`src/rtl/adc_spi_capture.sv`:
```
// Multi-lane SPI ADC acquisition engine: drives CNV_n/SCK, deserialises SDO lanes
// into parallel sample words with per-lane ready strobes, burst/continuous modes.
module adc_spi_capture #(
    parameter int N_LANES     = 8,
    parameter int N_SCK       = 4,
    parameter int SAMPLE_BITS = 16,
    parameter int SCK_DIV     = 2,
    parameter int CONV_CYCLES = 4,
    parameter int WAIT_CYCLES = 60,
    parameter int GAP_CYCLES  = 4,
    parameter int CNT_W       = 16
) (
    input  logic                           clk,
    input  logic                           rst,
    input  logic                           i_start,
    input  logic                           i_stop,
    input  logic                           i_mode,
    input  logic [CNT_W-1:0]               i_samples_count,
    input  logic [N_LANES-1:0]             i_lane_en,
    output logic                           o_busy,
    output logic                           o_finished,
    output logic [CNT_W-1:0]               o_sample_cnt,
    output logic [N_SCK-1:0]               o_ADC_CNV_n,
    output logic [N_SCK-1:0]               o_ADC_SCK,
    input  logic [N_LANES-1:0]             i_ADC_SDO,
    output logic [N_LANES*SAMPLE_BITS-1:0] o_data,
    output logic [N_LANES-1:0]             o_rdy
);

    localparam int M_A    = (CONV_CYCLES > WAIT_CYCLES) ? CONV_CYCLES : WAIT_CYCLES;
    localparam int M_B    = (GAP_CYCLES > 2 * SCK_DIV) ? GAP_CYCLES : 2 * SCK_DIV;
    localparam int PH_MAX = (M_A > M_B) ? M_A : M_B;
    localparam int PH_W   = $clog2(PH_MAX + 1);
    localparam int BIT_W  = $clog2(SAMPLE_BITS + 1);
    localparam int DW     = N_LANES * SAMPLE_BITS;

    typedef enum logic [2:0] {
        IDLE  = 3'd0,
        CONV  = 3'd1,
        WAIT  = 3'd2,
        SHIFT = 3'd3,
        GAP   = 3'd4
    } state_t;

    state_t              state_q, state_d;
    logic [PH_W-1:0]     cnt_q, cnt_d;
    logic [BIT_W-1:0]    bit_q, bit_d;
    logic [DW-1:0]       shift_q, shift_d;
    logic [DW-1:0]       data_q, data_d;
    logic [N_LANES-1:0]  rdy_q, rdy_d;
    logic [N_LANES-1:0]  en_q, en_d;
    logic [CNT_W-1:0]    scnt_q, scnt_d;
    logic [CNT_W-1:0]    count_q, count_d;
    logic                mode_q, mode_d;
    logic                stop_q, stop_d;
    logic                fin_q, fin_d;
    logic                busy_q, busy_d;
    logic [N_SCK-1:0]    cnv_n_q, cnv_n_d;
    logic [N_SCK-1:0]    sck_q, sck_d;

    // Next-state, datapath and registered-output decode
    always_comb begin
        state_d = state_q;
        cnt_d   = cnt_q;
        bit_d   = bit_q;
        shift_d = shift_q;
        data_d  = data_q;
        rdy_d   = '0;
        en_d    = en_q;
        scnt_d  = scnt_q;
        count_d = count_q;
        mode_d  = mode_q;
        fin_d   = 1'b0;
        stop_d  = stop_q;

        if (state_q != IDLE && i_stop) begin
            stop_d = 1'b1;
        end else begin
            stop_d = stop_q;
        end

        case (state_q)
            IDLE: begin
                stop_d = 1'b0;
                if (i_start) begin
                    mode_d  = i_mode;
                    count_d = i_samples_count;
                    en_d    = i_lane_en;
                    scnt_d  = '0;
                    if (i_mode && (i_samples_count == '0)) begin
                        fin_d = 1'b1;
                    end else begin
                        state_d = CONV;
                        cnt_d   = '0;
                    end
                end else begin
                    state_d = IDLE;
                end
            end
            CONV: begin
                if (cnt_q == PH_W'(CONV_CYCLES - 1)) begin
                    state_d = WAIT;
                    cnt_d   = '0;
                end else begin
                    cnt_d = cnt_q + PH_W'(1);
                end
            end
            WAIT: begin
                if (cnt_q == PH_W'(WAIT_CYCLES - 1)) begin
                    state_d = SHIFT;
                    cnt_d   = '0;
                    bit_d   = '0;
                end else begin
                    cnt_d = cnt_q + PH_W'(1);
                end
            end
            SHIFT: begin
                // SDO is captured on the last clk of each SCK-high phase
                if (cnt_q == PH_W'(SCK_DIV - 1)) begin
                    for (int k = 0; k < N_LANES; k++) begin
                        shift_d[k*SAMPLE_BITS +: SAMPLE_BITS] =
                            (shift_q[k*SAMPLE_BITS +: SAMPLE_BITS] << 1)
                            | SAMPLE_BITS'(i_ADC_SDO[k]);
                    end
                end else begin
                    shift_d = shift_q;
                end
                if (cnt_q == PH_W'(2 * SCK_DIV - 1)) begin
                    cnt_d = '0;
                    if (bit_q == BIT_W'(SAMPLE_BITS - 1)) begin
                        state_d = GAP;
                        rdy_d   = en_q;
                        scnt_d  = scnt_q + CNT_W'(1);
                        for (int k = 0; k < N_LANES; k++) begin
                            data_d[k*SAMPLE_BITS +: SAMPLE_BITS] = en_q[k]
                                ? shift_q[k*SAMPLE_BITS +: SAMPLE_BITS]
                                : {SAMPLE_BITS{1'b0}};
                        end
                    end else begin
                        bit_d = bit_q + BIT_W'(1);
                    end
                end else begin
                    cnt_d = cnt_q + PH_W'(1);
                end
            end
            GAP: begin
                if (cnt_q == PH_W'(GAP_CYCLES - 1)) begin
                    cnt_d = '0;
                    if ((mode_q && (scnt_q == count_q)) || stop_q || i_stop) begin
                        state_d = IDLE;
                        fin_d   = 1'b1;
                        stop_d  = 1'b0;
                    end else begin
                        state_d = CONV;
                    end
                end else begin
                    cnt_d = cnt_q + PH_W'(1);
                end
            end
            default: begin
                state_d = IDLE;
                cnt_d   = '0;
            end
        endcase

        busy_d = (state_d != IDLE);
        if (state_d == CONV) begin
            cnv_n_d = '0;
        end else begin
            cnv_n_d = '1;
        end
        if (state_d == SHIFT && cnt_d < PH_W'(SCK_DIV)) begin
            sck_d = '1;
        end else begin
            sck_d = '0;
        end
    end

    // State, counters and registered outputs
    always_ff @(posedge clk) begin
        if (rst) begin
            state_q <= IDLE;
            cnt_q   <= '0;
            bit_q   <= '0;
            shift_q <= '0;
            data_q  <= '0;
            rdy_q   <= '0;
            en_q    <= '0;
            scnt_q  <= '0;
            count_q <= '0;
            mode_q  <= 1'b0;
            stop_q  <= 1'b0;
            fin_q   <= 1'b0;
            busy_q  <= 1'b0;
            cnv_n_q <= '1;
            sck_q   <= '0;
        end else begin
            state_q <= state_d;
            cnt_q   <= cnt_d;
            bit_q   <= bit_d;
            shift_q <= shift_d;
            data_q  <= data_d;
            rdy_q   <= rdy_d;
            en_q    <= en_d;
            scnt_q  <= scnt_d;
            count_q <= count_d;
            mode_q  <= mode_d;
            stop_q  <= stop_d;
            fin_q   <= fin_d;
            busy_q  <= busy_d;
            cnv_n_q <= cnv_n_d;
            sck_q   <= sck_d;
        end
    end

    assign o_busy       = busy_q;
    assign o_finished   = fin_q;
    assign o_sample_cnt = scnt_q;
    assign o_ADC_CNV_n  = cnv_n_q;
    assign o_ADC_SCK    = sck_q;
    assign o_data       = data_q;
    assign o_rdy        = rdy_q;

endmodule

```
`config.mk`:
```
export PLATFORM = sky130hd
export DESIGN_NAME = adc_spi_capture
export DESIGN_NICKNAME = d
export VERILOG_FILES = /design/src/rtl/adc_spi_capture.sv
export SDC_FILE = /design/constraint.sdc
export NUM_CORES = 1
export LEC_CHECK = 0
export ABC_AREA = 1
export ABC_CLOCK_PERIOD_IN_PS = 1600
export CAP_MARGIN = 40
export CORE_MARGIN = 2
export CORE_UTILIZATION = 40
export DETAILED_ROUTE_END_ITERATION = 10
export PLACE_DENSITY = 0.68
export RECOVER_POWER = 50
export SYNTH_ARGS = -nofsm -noshare
export SYNTH_HDL_FRONTEND = slang
export SYNTH_SLANG_ARGS = --single-unit
```
`constraint.sdc`:
```
create_clock -name clk -period 1.6 [get_ports clk]
set_input_delay 0.32 -clock clk [delete_from_list [all_inputs] [get_ports clk]]
set_output_delay 0.32 -clock clk [all_outputs]
set_load 0.01 [all_outputs]
```
==> results by group <==
Die
  – Initial Util: 40.7%
  – Die Y: 178 um
  – CORE AREA: 29600 um2
  – Area of the die: 31600 um2
  – FP Rows: 63
  – Die Span X: 178 um
  – I/O pins: 199

Worst setup path
  – Worst-path maximum fanout: 8
  – CP required: 2.06 ns
  – Worst EP arrival: 2.37 ns
  – Crit end category: flop
  – Worst setup SP type: flop
  – Crit Path Class: reg2reg

Clock network
  – Clock latency on the worst-skew pair: 0.52 ns
  – CTS tree: yes
  – CTS Buf Count: 35
  – Clock Path Buffers: 3
  – CTS root buf: clkbuf_16
  – H-tree level count: 2
  – Clock tree sinks: 324
  – CTS clk-pin slew, worst paths: 0.06 ns
  – Post-CTS Hold Buffers: 0

Global routing
  – Met1 Use GR: 29.8%
  – Global routing's busiest layer: met2
  – Initial antenna violation count: 3
  – First-pass GRT wire length: 58900 um
  – Vias in the first global route: 11400
  – Largest net degree at the start of global routing: 51
  – Met2 Use GR: 39.1%
  – Met3 global-route usage: 4.48%
  – GRT Total Usage: 23.3%
  – Gr ovfl total: 0

Routing
  – Drt first-iter violations: 852
  – DRT Pass-1 Iters: 5
  – DR vias: 12100
  – WL final: 41200 um
  – WL/cell: 17.6 um
  – Final antenna-violating net count: 0
  – Mean number of vias per cell: 5.17
  – DRC violations left: 0

Layout
  – Nets: 1969
  – Area grow syn2layout: 58.9%
  – Layout Utilization: 64.7%
  – Final Non-Filler Cells: 2338
  – Layout cells sized above 1: 27.4%
  – Final Cell Area: 19200 um2

Synthesis
  – Synth unique cells: 33
  – Synthesized flop and latch total: 324
  – Synth warn: 0
  – Mapped Cells: 1596
  – Async set-reset flop share out of synthesis: 0%
  – Syn Nets: 1638
  – Post-synth EDFFs: 0
  – Syn Std Cell Area: 12100 um2
  – Commonest register cell after synthesis: dfxtp_1
  – Avg Inst Size Synth: 7.56 um2
  – Sequential element share of the synthesized area: 53.7%

STA
  – Count of final hold-check violations: 0
  – # setup viols final: 399
  – Clock Skew: 0.0107 ns
  – Slew Limit Fails: 0
  – Worst-Margin Slew: 0.457 ns
  – Fmax: 0.525 GHz
  – Fin crit period: 1.90 ns
  – Setup ws final: -0.304 ns
  – TNS Setup: -71.06 ns
  – Period utilisation layout: 119%
  – Rel. slew slack: 69.3%
  – RSZ-0062 raised after global routing: true

Power and ir drop
  – Worst vdd ir: 625 uV
  – Pwr Density: 872 nW/um2
  – LEAKAGE: 0.00841 uW

Place
  – Placed instance area: 15100 um2
  – Worst slack, placed: -0.428 ns
  – Port Buffers: 198
  – DP Wirelength: 20400 um
  – Placed Cells: 2188
  – Routability Congestion: 0.855

Worst hold path
  – Worst min path class: in2reg

Outcome
  – Outcome: finished, violations left
  – Violated checks: negative setup slack

Job
  – Max-cap violations: 0
[through the flow]
stage | power (uW) | hold slack (ns)
CTS | 16700 | 0.339
finish | 16700 | 0.353
floorplan | 8730 | 0.420
global route | 17300 | 0.372
global placement | 9090 | 0.430
detailed placement | 9100 | 0.432
[repair_timing]
item | CTS | global route
pin swaps | 25 | 79
resized for setup | 301 | 299
endpoints found under the hold margin | 0 | 0
buffers inserted | 30 | 15
setup endpoints to repair | 450 | 391
gates cloned | 31 | 27
[sequential cells by signal, indices dropped and copies added, names as in the netlist, 3 cells and up]
signal,flops
shift_q,128
state_q,3
o_sample_cnt,16
bit_q,5
o_data,128
o_rdy,8
cnt_q,6
en_q,8
count_q,16
[cell usage in the layout (no fill, tap or decap), types with 21 or more instances in the layout]
master	n
nand2_1	326
dfxtp_1	307
nor2_1	248
nand3_1	143
clkdlybuf4s50_1	121
o21ai_2	111
buf_4	82
dlygate4sd2_1	76
clkbuf_16	56
inv_1	50
a21oi_1	50
nand2_2	46
buf_12	37
nor2_2	28
nor2_4	25
o21ai_0	22
buf_16	21
[area by class of cell]
class | count | area [um2]
repair buffers | 383 | 4700
fillers | 2425 | 10500
well taps | 390 | 488
inverters | 67 | 342
diodes | 1 | 2.50
flip-flops and latches | 324 | 6510
clock inverters | 9 | 60.1
clock buffers | 48 | 1010
repair inverters | 6 | 66.3
multi-input cells | 1110 | 6000
[kinds of logic after synthesis]
| kind of cell | share of synthesized area [%] |
|---|---|
| XOR/XNOR | 0.726 |
| adder cells (fa/ha/maj) | 0.518 |
| AND/OR/NAND/NOR | 29.9 |
| flip-flops | 53.7 |
| AO/OA/AOI/OAI | 8.98 |
| buffers and inverters | 6.18 |
[synth_stat cells (all sizes together) (6+ instances only)]
library cell | instances | area, um2
clkbuf | 50 | 196
xor2 | 6 | 52.6
a21oi | 53 | 265
buf | 47 | 295
nor3 | 19 | 100
nand3 | 155 | 776
o21ai | 154 | 771
inv | 67 | 254
nand4 | 12 | 75.1
nand2 | 387 | 1460
dfxtp | 324 | 6490
nor2 | 301 | 1150
[per-layer routing]
layer,up-vias,routed length [um]
met5,-,23
li1,5824,-
met3,97,2580
met2,434,19800
met1,5722,17400
met4,4,1370
[power by group]
part / internal [uW] / switching (uW)
Sequential: 8130 / 44.4
Combinational: 420 / 493
Clock: 4390 / 3240
Total: 12900 / 3780
[final timing paths]
check | from | to | slack, ns | depth (start not counted)
max | bit_q[1] | o_data[30] | -0.30 | 14
min | i_lane_en[2] | en_q[2] | 0.35 | 3
max reg2reg | bit_q[1] | o_data[30] | -0.30 | 14
min reg2reg | shift_q[95] | o_data[95] | 0.45 | 2
[critical path, stage by stage, from the launching register on]
cell and delay [ns]:
dfxtp_2 0.35, ha_4 0.14, inv_2 0.05, nor3_4 0.12
ha_2 0.23, nand2_4 0.07, nor2_4 0.11, inv_4 0.06
nor2_4 0.13, buf_12 0.17, nand2_2 0.08, clkinv_4 0.09
clkbuf_16 0.15, nand2_1 0.06, nand2_1 0.06
Note: power is estimated with default switching activity, not from simulation.
